## src/rtl/bus_pkg.sv

```systemverilog
// Shared definitions for the bus arbiter family: requester indices, the arbiter
// state type and the grant-index width rule.
package bus_pkg;

  localparam int unsigned BUS_ICACHE = 0;
  localparam int unsigned BUS_DCACHE = 1;

  typedef enum logic {
    ARB_IDLE,
    ARB_OWN
  } arb_state_e;

  // Width of an index into n requesters, never less than one bit.
  function automatic int unsigned bus_idxw(input int unsigned n);
    return (n > 1) ? $clog2(n) : 1;
  endfunction

endpackage

```

## src/rtl/rr_pick.sv

```systemverilog
// Combinational winner picker: lowest set index, or first set index after a
// start pointer with wrap-around.
module rr_pick
  import bus_pkg::*;
#(
  parameter int unsigned N    = 8,
  parameter int unsigned IDXW = bus_idxw(N)
) (
  input  logic [N-1:0]    elig,
  input  logic [IDXW-1:0] ptr,
  input  logic            rr_mode,
  output logic [IDXW-1:0] idx,
  output logic            valid
);

  always_comb begin
    int unsigned j;
    idx   = '0;
    valid = 1'b0;
    j     = 0;
    for (int unsigned k = 0; k < N; k++) begin
      j = rr_mode ? (32'(ptr) + 1 + k) % N : k;
      if (!valid && elig[j]) begin
        valid = 1'b1;
        idx   = IDXW'(j);
      end
    end
  end

endmodule

```

## src/rtl/bus_arbiter_rr.sv

```systemverilog
// Registered bus arbiter: holds a grant for a whole transaction, with fixed or
// round-robin selection and optional beat-count preemption.
module bus_arbiter_rr
  import bus_pkg::*;
#(
  parameter int unsigned  NREQ      = 8,
  parameter int unsigned  RR_MODE   = 1,
  parameter int unsigned  MAX_BEATS = 16,
  localparam int unsigned IDXW      = bus_idxw(NREQ)
) (
  input  logic            clk,
  input  logic            rst,
  input  logic [NREQ-1:0] bus_req,
  input  logic [NREQ-1:0] bus_lock,
  input  logic            bus_ready,
  output logic [NREQ-1:0] bus_ack,
  output logic [IDXW-1:0] bus_gnt_idx,
  output logic            bus_busy,
  output logic            bus_preempt
);

  localparam int unsigned BW = bus_idxw(MAX_BEATS + 1);

  arb_state_e      state_q;
  logic [NREQ-1:0] ack_q;
  logic [IDXW-1:0] idx_q;
  logic [IDXW-1:0] ptr_q;
  logic [BW-1:0]   beats_q;
  logic            preempt_q;

  logic            owner_req;
  logic            others_req;
  logic            owner_lock;
  logic            at_cap;
  logic            preempt;
  logic            take_grant;
  logic [NREQ-1:0] elig;
  logic [IDXW-1:0] win_idx;
  logic            win_valid;

  // ack_q is one-hot (or zero), so masking with it isolates the owner's bits.
  always_comb begin
    owner_req  = |(bus_req & ack_q);
    others_req = |(bus_req & ~ack_q);
    owner_lock = |(bus_lock & ack_q);
    at_cap     = (beats_q == BW'(MAX_BEATS));
    preempt    = (state_q == ARB_OWN) && owner_req && (MAX_BEATS != 0) && at_cap &&
                 bus_ready && !owner_lock && others_req;
    take_grant = (state_q == ARB_IDLE) || !owner_req || preempt;
    elig       = preempt ? (bus_req & ~ack_q) : bus_req;
  end

  rr_pick #(
    .N    (NREQ),
    .IDXW (IDXW)
  ) u_pick (
    .elig    (elig),
    .ptr     (ptr_q),
    .rr_mode (RR_MODE != 0),
    .idx     (win_idx),
    .valid   (win_valid)
  );

  always_ff @(posedge clk or posedge rst) begin
    if (rst) begin
      state_q   <= ARB_IDLE;
      ack_q     <= '0;
      idx_q     <= '0;
      ptr_q     <= IDXW'(NREQ - 1);
      beats_q   <= '0;
      preempt_q <= 1'b0;
    end else begin
      preempt_q <= preempt;
      if (take_grant) begin
        // Handoff goes straight to the next winner, no idle cycle in between.
        if (win_valid) begin
          state_q <= ARB_OWN;
          ack_q   <= NREQ'(1) << win_idx;
          idx_q   <= win_idx;
          ptr_q   <= win_idx;
          beats_q <= '0;
        end else begin
          state_q <= ARB_IDLE;
          ack_q   <= '0;
          idx_q   <= '0;
          beats_q <= '0;
        end
      end else if (bus_ready && !at_cap) begin
        beats_q <= beats_q + 1'b1;
      end
    end
  end

  assign bus_ack     = ack_q;
  assign bus_gnt_idx = idx_q;
  assign bus_busy    = (state_q == ARB_OWN);
  assign bus_preempt = preempt_q;

endmodule

```

## config.mk

```make
export PLATFORM = sky130hd
export DESIGN_NAME = bus_arbiter_rr
export DESIGN_NICKNAME = d
export VERILOG_FILES = /design/src/rtl/bus_pkg.sv /design/src/rtl/rr_pick.sv /design/src/rtl/bus_arbiter_rr.sv
export SDC_FILE = /design/constraint.sdc
export NUM_CORES = 1
export LEC_CHECK = 0
export CELL_PAD_IN_SITES_DETAIL_PLACEMENT = 0
export CELL_PAD_IN_SITES_GLOBAL_PLACEMENT = 1
export CORE_UTILIZATION = 35
export CTS_CLUSTER_SIZE = 10
export DETAILED_ROUTE_END_ITERATION = 10
export PLACE_DENSITY = 0.66
export SLEW_MARGIN = 0
export SYNTH_ARGS = -nofsm -noshare
export SYNTH_HDL_FRONTEND = slang
export SYNTH_SLANG_ARGS = --single-unit
```

## constraint.sdc

```tcl
create_clock -name clk -period 4.4 [get_ports clk]
set_input_delay 0.44 -clock clk [delete_from_list [all_inputs] [get_ports clk]]
set_output_delay 0.44 -clock clk [all_outputs]
set_load 0.02 [all_outputs]
```

* Word-level counts from Yosys, hierarchy flattened
Cells that the tools add are included.
** Operators by class
- Add/sub/neg operators :: 9
- Equality and inequality tests :: 1
- Mux-type cells :: 38
- $lt $le $gt $ge :: 8
- Reduce and logical (&&, ||, !) cells :: 30
- Bitwise operators :: 5
- Shift-type cells :: 1
** Operator list (count)
- 3-bit by 4-bit < comparator with 1-bit output (second input constant) :: 8
- 3-bit two-way mux :: 9
- 8-bit bitwise AND :: 3
- 1-bit binary-select mux with 3-bit select :: 8
- 8-bit OR reduction :: 3
- 1-bit two-way mux :: 17
- 8-bit two-way mux :: 2
- 1-bit logical AND :: 13
- 3-bit adder (second input constant) :: 4
- 1-bit zero test :: 10
- 5-bit two-way mux :: 2
- 8-bit NOT :: 1
- 1-bit by 3-bit left shift with 8-bit output (first input constant) :: 1
- 3-bit by 1-bit adder with 3-bit output (second input constant) :: 2
- 3-bit by 2-bit adder with 3-bit output (second input constant) :: 2
- 5-bit by 1-bit adder with 5-bit output (second input constant) :: 1
- 5-bit equality test (second input constant) :: 1
- 1-bit logical OR :: 2
- 2-bit AND reduction :: 1
- 2-bit nonzero test :: 1
- 1-bit NOT :: 1
** Storage, ports and cells
- Input bits :: 19
- Bits in registers :: 21
- Output and inout port bits :: 13
- Word-level logic and storage cells :: 98

* Longest topological paths before layout
Gate-level depths: netlist (run 1).
- Depth in word-level cells :: 34
- Depth in mapped cells :: 13

* Hierarchy
Synthesis (run 1) repeated with hierarchy kept, for this count alone.
** Unflattened totals
- Cells, all modules :: 223
- Area total of the unflattened synthesis :: 2100.8 um2
** Modules (own cells, without submodules)
- bus_arbiter_rr :: seq. area each 529.3 um2, times used 1, area each 1211.2 um2, cells each 112
- rr_pick :: seq. area each 0.0 um2, times used 1, area each 889.6 um2, cells each 111

* Worst setup path after synthesis (run 1)
No wires, ideal clock.
- Path type :: register to register
- From :: register ptr_q[0]
- To :: register ack_q[6] (netlist: bus_ack[6])
- Data required time :: 4.278 ns
- Cell stages (with the launch flop) :: 12
- Slack :: 0.481 ns
- Arrival :: 3.798 ns
- Path buffers :: 2
- Setup time :: 0.122 ns
- Cells stage by stage :: dfstp_2 > clkinv_1 > clkbuf_1 > ha_1 > clkbuf_1 > mux2_2 > mux4_2 > or2_4 > a21o_1 > a2111oi_4 > a221oi_2 > a32o_1
** Between the ends
- Word-level cells in the longest chain between the ends :: 27
- Elaborated cells on any way between the ends :: 56
- Those cells by class :: add/sub: 8; shift: 1; mux: 33; reduce/logical: 14
** RTL lines
- start, declared :: line bus_arbiter_rr.sv:27 : logic [IDXW-1:0] ptr_q;
- start signal, assigned :: line bus_arbiter_rr.sv:69 : ptr_q <= IDXW'(NREQ - 1);
- start signal, assigned :: line bus_arbiter_rr.sv:80 : ptr_q <= win_idx;
- 3-bit by 1-bit adder with 3-bit output * :: line rr_pick.sv:22 : j = rr_mode ? (32'(ptr) + 1 + k) % N : k;
- branches (longest 25 deep; another with 3-bit by 1-bit adder with 3-bit output)
- 8-bit two-way mux * :: line bus_arbiter_rr.sv:76 : if (win_valid) begin
- end signal, assigned :: line bus_arbiter_rr.sv:78 : ack_q <= NREQ'(1) << win_idx;
- end, declared :: line bus_arbiter_rr.sv:25 : logic [NREQ-1:0] ack_q;
Every way passes the cells marked *. The select of a mux whose other input is x is not followed.
A chain may end at the register's enable or synchronous reset.

* Worst setup path in the final report (run 1)
- From :: input bus_req[4]
- To :: register ack_q[6] (netlist: bus_ack[6])
** Between the ends
- Word-level cells in the longest chain between the ends :: 34
- Elaborated cells on any way between the ends :: 61
- Those cells by class :: shift: 1; mux: 34; bitwise: 2; reduce/logical: 24
** RTL lines
- start, declared :: line bus_arbiter_rr.sv:13 : input logic [NREQ-1:0] bus_req,
- 8-bit bitwise AND :: line bus_arbiter_rr.sv:43 : owner_req = |(bus_req & ack_q);
- 8-bit OR reduction :: line bus_arbiter_rr.sv:43
- 1-bit logical AND (3 in series) :: line bus_arbiter_rr.sv:47 : preempt = (state_q == ARB_OWN) && owner_req && (MAX_BEATS != 0) && at_cap &&
- 1-bit logical AND (2 in series) :: line bus_arbiter_rr.sv:48 : bus_ready && !owner_lock && others_req;
- 8-bit two-way mux :: line bus_arbiter_rr.sv:50 : elig = preempt ? (bus_req & ~ack_q) : bus_req;
- 1-bit binary-select mux with 3-bit select :: line rr_pick.sv:23 : if (!valid && elig[j]) begin
- 1-bit two-way mux (not written as such) :: line rr_pick.sv:23
- 1-bit two-way mux :: line rr_pick.sv:23
- (+15 left out)
- 1-bit zero test :: line rr_pick.sv:23
- 1-bit logical AND :: line rr_pick.sv:23
- 1-bit two-way mux :: line rr_pick.sv:23
- 1-bit zero test :: line rr_pick.sv:23
- 1-bit logical AND :: line rr_pick.sv:23
- 3-bit two-way mux :: line rr_pick.sv:23
- 1-bit by 3-bit left shift with 8-bit output :: line bus_arbiter_rr.sv:78
- 8-bit two-way mux :: line bus_arbiter_rr.sv:76
Parallel ways exist; a longest one is shown, timed or not. The select of a mux whose other input is x is not followed.

==> run metrics, run 1 <==
Die Ht=81.8 um; wirelength, routed=6.65 mm; met1 Usage GRT=31.5%; RD Place Congestion=0.831; hold-critical path depth=1; synth warn=0; Crit path largest cell delay=0.55 ns; post-synth top area share=20.2%; CP delay by family, top=compound AO/OA/AOI/OAI gates; wire length per cell=18.8 um; die area=6690 um2; top_reg_cell synth=dfrtp_1; largest net degree at the start of global routing=22; CP bufs+invs=3; crit-path cells=clkdlybuf4s50_1, a22o_1, o41ai_4, a2111oi_4, buf_4, a21boi_1, mux2i_1, mux4_2, nor3b_2, a21oi_1, buf_4, a2111oi_4, a221oi_2, a32o_1; r2r startpoint=beats_q[0]$_DFFE_PP0P_; # fillers=603; HP Class=flip-flop to flip-flop; Final ANT Viol Nets=0; Die Span X=81.8 um; multi-input logic area=1650 um2; fin crit period=4.25 ns; core area=6030 um2; first-pass GRT wire length=10.6 mm; Synth cell types=61; RSZ-0062 raised after global routing=no; CTS tree=built; met3 GRT Util=1.11%; Final Skew=0.00528 ns; top cells by area, synth=dfrtp_1 (20%), mux4_2 (10%), mux2i_1 (5.8%); Syn Std Cell Area=2230 um2; Post-Synthesis Cells=229; dpl cells=347; drt initial violations=119; Syn Nets=252; Max FO, Critical Path=7; Synth Register Bits=21; Congestion Overflow GR=0; FF/Latch Area=529 um2; Hold Buf Count CTS=0; grt met2 use=33.1%; # DRC=0; vias in the first global route=2037; # diodes=0; number of enable flip-flop cells after synthesis=0; clock latency on the worst-skew pair=0.26 ns; final slew viol count=0; clk sink count=21; worst-case reg-to-reg path depth=14; hold path endpoint=bus_gnt_idx[2]$_DFFE_PP0N_; Crit path arrival time=4.39 ns; commonest non-fill, non-tap cell in the layout=clkdlybuf4s50_1; area grow syn2layout=27.2%; RR Endpoint=bus_ack[6]$_DFFE_PP0N_; initial antenna violation count=0; share of layout cells above drive strength 1=20.9%; crit path kind=primary input to flip-flop; Fin. Hold Viols=0; # IOs=32; CTS clk-pin slew, worst paths=0.07 ns; H-tree depth=1; initial cell density of the core=37.0%; fmax=235 MHz; gr busiest metal=met2; HPWL Detailed=5.32 mm; ys async rst share=100%; most frequent cells in the layout=clkdlybuf4s50_1 (31), buf_4 (21), dfrtp_1 (18); # setup viols final=0; clock root cell=clkbuf_8; final net count=302; Global Route Usage Sum=20.9%; sequential fraction of the synthesis area=23.7%; vias per std cell=6.03; CP max-delay cell=mux4_2; cts bufs inserted=3; Hold Path Origin=bus_gnt_idx[2]$_DFFE_PP0N_; Util after Layout=47.1%; syn avg cell area=9.74 um2; crit end category=flip-flop; clk buf depth=2; Worst EP required=4.54 ns; site row count=28; flop2flop setup slack=0.30 ns; cell taking the most area after synthesis=dfrtp_1; Worst-Margin Slew=0.754 ns; via count=2128; DR pass1 iterations=4; Max-Cap Viols=0; I/O Buffers=31; slew margin rel.=49.7%; non-filler cells in the finished layout=353; Final period util=96.6%; outcome=finished, final reports clean; CP Launch Type=primary input
-- state kept, by name, indices dropped and copies added (netlist names) --
register	cells
bus_gnt_idx	3
bus_busy	1
bus_preempt	1
beats_q	5
bus_ack	8
ptr_q	3
-- synthesized netlist by cell type, drive strengths merged (2+ instances only) --
| cell type | instances |
|---|---|
| mux2 | 7 |
| nand4 | 4 |
| mux2i | 13 |
| a311oi | 3 |
| nor2 | 16 |
| o31ai | 4 |
| inv | 12 |
| xor2 | 5 |
| a21boi | 9 |
| nor3 | 7 |
| nand3 | 2 |
| nand2 | 11 |
| a221o | 2 |
| ha | 4 |
| dfrtp | 18 |
| and2 | 5 |
| a31oi | 2 |
| o41ai | 2 |
| o211a | 2 |
| xnor2 | 4 |
| o21a | 3 |
| a22o | 5 |
| nor3b | 2 |
| o211ai | 6 |
| o21ai | 9 |
| a21o | 3 |
| a2111oi | 4 |
| a211oi | 2 |
| a21oi | 10 |
| dfstp | 3 |
| nor2b | 6 |
| a22oi | 4 |
| mux4 | 10 |
| o2bb2ai | 2 |
| a32o | 5 |
| clkbuf | 7 |
-- cells by family after synthesis --
| logic type | Yosys count | synth area share [%] |
|---|---|---|
| flip-flops | 21 | 23.7 |
| XOR/XNOR | 9 | 3.54 |
| multiplexers | 30 | 19.8 |
| AO/OA/AOI/OAI | 87 | 33.3 |
| adder cells (fa/ha/maj) | 4 | 2.24 |
| AND/OR/NAND/NOR | 58 | 14.0 |
| buffers and inverters | 20 | 3.37 |
-- per-stage QoR --
step           cell area, um2  hold slack [ns]  setup WS [ns]  TNS [ns]
6_report                 2840            0.482          0.151         0
5_1_grt                  2840            0.505         0.0367         0
4_1_cts                  2800            0.495          0.141         0
3_5_place_dp             2750            0.473        -0.0907    -0.476
3_3_place_gp             2750            0.479        -0.0926    -0.543
2_1_floorplan            2230            0.414          0.481         0
-- worst max path at each step --
| stage | startpoint | end | slack [ns] | depth (start not counted) |
|---|---|---|---|---|
| finish | bus_req[4] | bus_ack[6]$_DFFE_PP0N_ | 0.15 | 14 |
| floorplan | ptr_q[0]$_DFFE_PP1P_ | bus_ack[6]$_DFFE_PP0N_ | 0.48 | 11 |
| detailed placement | bus_req[5] | bus_ack[5]$_DFFE_PP0N_ | -0.09 | 12 |
| CTS | beats_q[0]$_DFFE_PP0P_ | bus_ack[5]$_DFFE_PP0N_ | 0.14 | 13 |
| global placement | bus_ready | bus_ack[4]$_DFFE_PP0N_ | -0.09 | 12 |
| global route | bus_req[4] | bus_ack[4]$_DFFE_PP0N_ | 0.04 | 13 |
-- cell type report --
cell class                      count  area share (%)
Multi-Input combinational cell    188            58.2
Sequential cell                    21            18.7
Timing Repair Buffer               52            16.5
Tap cell                           75            3.31
Inverter                           13            1.72
Clock buffer                        3            1.46
Clock inverter                      1           0.176
-- per-layer routing --
| metal | vias to the layer above | wire, um |
|---|---|---|
| met5 | - | 0 |
| met4 | 0 | 76 |
| met3 | 6 | 389 |
| met2 | 70 | 3000 |
| met1 | 1038 | 3180 |
| li1 | 1014 | - |
-- repair_timing --
item,CTS,global route
buffers inserted,0,2
hold endpoints to repair,0,0
setup endpoints to repair,0,11
gates resized for setup,0,2
-- worst reg2reg max path: stages (launching register included) --
cell and delay, ns:
dfrtp_1 0.40, inv_1 0.09, ha_1 0.16, and4bb_1 0.25
nand4_2 0.19, a2111o_1 0.50, o211ai_1 0.34, nand2_1 0.14
mux4_2 0.58, nor3b_2 0.28, a21oi_1 0.13, buf_4 0.15
a2111oi_4 0.37, a221oi_2 0.12, a32o_1 0.28
Power of run 1 is left out: the tool's default activity adds up to more than one toggle a clock period on the data nets, which glitch-free logic cannot reach.
==> inputs of run 2 (changes only) <==
CORE_MARGIN = 3   (was not set)
TNS_END_PERCENT = 10   (was not set)
clock period = 4.53 ns   (was 4.4 ns; I/O delays follow)
==> run 2 against run 1 <==
Effect of this change: via count down 0.85%; worst hold slack better by 0.0061 ns; register-to-register slack better by 0.06 ns; die area up 10%; non-clock buffer count down 8; count of clock-buffer cells in the layout unchanged; critical path depth down 1; clock skew down 0.0013 ns; setup slack better by 0.21 ns; cell area down 2.7%; first-iteration DRC count up 48%; global-route usage down 2.0 points; highest routed layer unchanged.
==> run metrics, run 2 (same netlist as run 1, synthesis figures left out) <==
outcome=finished, final reports clean; r2r startpoint=beats_q[0]$_DFFE_PP0P_; initial cell density of the core=36.8% (-0.21 points); vias per std cell=6.12 (+1.5%); clk buf depth=2 (unchanged); setup TNS=0 ns (unchanged); # setup viols final=0 (unchanged); HPWL Detailed=5.33 mm (+0.27%); Final ANT Viol Nets=0 (unchanged); # diodes=0 (unchanged); Max-Cap Viols=0 (unchanged); via count=2110 (-0.85%); H-tree depth=1 (unchanged); hold-critical path depth=1 (unchanged); max FFs per register=8 (unchanged); # DRC=0 (unchanged); vias in the first global route=2129 (+4.5%); Worst EP required=4.70 ns (+0.16 ns); RD Place Congestion=0.901 (+8.5%); clock latency on the worst-skew pair=0.27 ns (about the same); Congestion Overflow GR=0 (unchanged); Final Skew=0.00399 ns (-0.00129 ns); crit-path cells=inv_1, ha_1, and4bb_1, nand4_2, a2111oi_4, a21boi_1, mux2_2, mux4_2, o41ai_1, a21boi_1, o311a_1, o21ai_1, o31ai_1; Final period util=92.0%; drt initial violations=176 (+48%); cts bufs inserted=3 (unchanged); CP max-delay cell=mux4_2; crit path launch=beats_q[0]$_DFFE_PP0P_; Global Route Usage Sum=18.9% (-2.0 points); Crit path arrival time=4.34 ns (-0.05 ns); site row count=28 (unchanged); HP Class=flip-flop to flip-flop; initial antenna violation count=0 (unchanged); CTS clk-pin slew, worst paths=0.08 ns (about the same); Fin. Hold Viols=0 (unchanged); largest net degree at the start of global routing=22 (unchanged); RR Endpoint=bus_ack[0]$_DFFE_PP0N_; area grow syn2layout=23.8%; crit path kind=flip-flop to flip-flop; Die Span X=85.8 um (+4.9%); most frequent cells in the layout=clkdlybuf4s50_1 (31), dfrtp_1 (18), nor2_1 (16); CP Launch Type=flip-flop; dpl ws=0.140 ns (+0.231 ns); slew margin rel.=48.0% (-1.7 points); DR pass1 iterations=5 (+1); wirelength, routed=6.72 mm (+1.1%); fin crit period=4.17 ns; share of layout cells above drive strength 1=18.5% (-2.3 points); I/O Buffers=31 (unchanged); clk sink count=21 (unchanged); RSZ-0062 raised after global routing=no; setup slack after layout=0.362 ns (+0.211 ns); die area=7360 um2 (+10%); core area=6060 um2 (+0.58%); # Post-CTS Setup Buffers=0 (unchanged); Crit path top cell by count=a21boi_1; # IOs=32 (unchanged); wire length per cell=19.5 um (+3.4%); crit end category=flip-flop; final net count=294 (-2.6%); Max FO, Critical Path=7 (unchanged); Crit path largest cell delay=0.58 ns (+0.03 ns); fmax=240 MHz; final slew viol count=0 (unchanged); first-pass GRT wire length=11.1 mm (+4.2%); Hold Buf Count CTS=0 (unchanged); commonest non-fill, non-tap cell in the layout=clkdlybuf4s50_1; worst-case reg-to-reg path depth=13 (-1); Die Ht=85.8 um (+4.9%); CTS tree=built; Worst-Margin Slew=0.779 ns (+0.0256 ns); Critical Path Sink=bus_ack[0]$_DFFE_PP0N_; clock root cell=clkbuf_8; flop2flop setup slack=0.36 ns (+0.06 ns)
-- run 2: worst max-delay path, delay by kind of cell (launching register included) --
| kind | cells | cell delay, ns |
|---|---|---|
| flip-flops | 1 | 0.40 |
| buffers and inverters | 1 | 0.09 |
| AO/OA/AOI/OAI | 7 | 2.05 |
| adder cells (fa/ha/maj) | 1 | 0.15 |
| multiplexers | 2 | 0.92 |
| AND/OR/NAND/NOR | 2 | 0.45 |
-- run 2: metal layers --
metal | wire, um | vias to the layer above | track usage (%)
li1 | - | 1000 | -
met1 | 3020 | 1018 | 25.8
met2 | 3230 | 79 | 31.6
met3 | 361 | 13 | 2.79
met4 | 100 | 0 | 4.17
met5 | 0 | - | 0
-- run 2: how the worst min path moves through the flow --
stage | from | slack [ns] | end
floorplan | rst | 0.43 | beats_q[0]$_DFFE_PP0P_
finish | bus_gnt_idx[2]$_DFFE_PP0N_ | 0.49 | bus_gnt_idx[2]$_DFFE_PP0N_
global route | bus_gnt_idx[2]$_DFFE_PP0N_ | 0.52 | bus_gnt_idx[2]$_DFFE_PP0N_
global placement | bus_gnt_idx[2]$_DFFE_PP0N_ | 0.47 | bus_gnt_idx[2]$_DFFE_PP0N_
CTS | bus_gnt_idx[2]$_DFFE_PP0N_ | 0.49 | bus_gnt_idx[2]$_DFFE_PP0N_
detailed placement | bus_gnt_idx[2]$_DFFE_PP0N_ | 0.47 | bus_gnt_idx[2]$_DFFE_PP0N_
-- run 2: through the flow --
stage	cell area, um2	instances	hold WS, ns	utilization, %
after global placement	2710	341	0.472	44.6
final	2760	345	0.488	45.5
after global routing	2760	345	0.518	45.5
after CTS	2750	345	0.492	45.4
after floorplan	2230	229	0.427	-
after detailed placement	2710	341	0.468	44.6
-- run 2: area by class of cell --
class                   count  area [um2]
flip-flops and latches     21         529
repair buffers             44         408
clock inverters             1        7.51
clock buffers               3        41.3
fillers                   593        3300
well taps                  75        93.8
multi-input cells         188        1630
inverters                  13        48.8
-- run 2: repair_timing --
item	in CTS	in global routing
resized for setup	0	1
setup endpoints to repair	0	2
hold endpoints to repair	0	0
Power of run 2 is left out for the same reason.
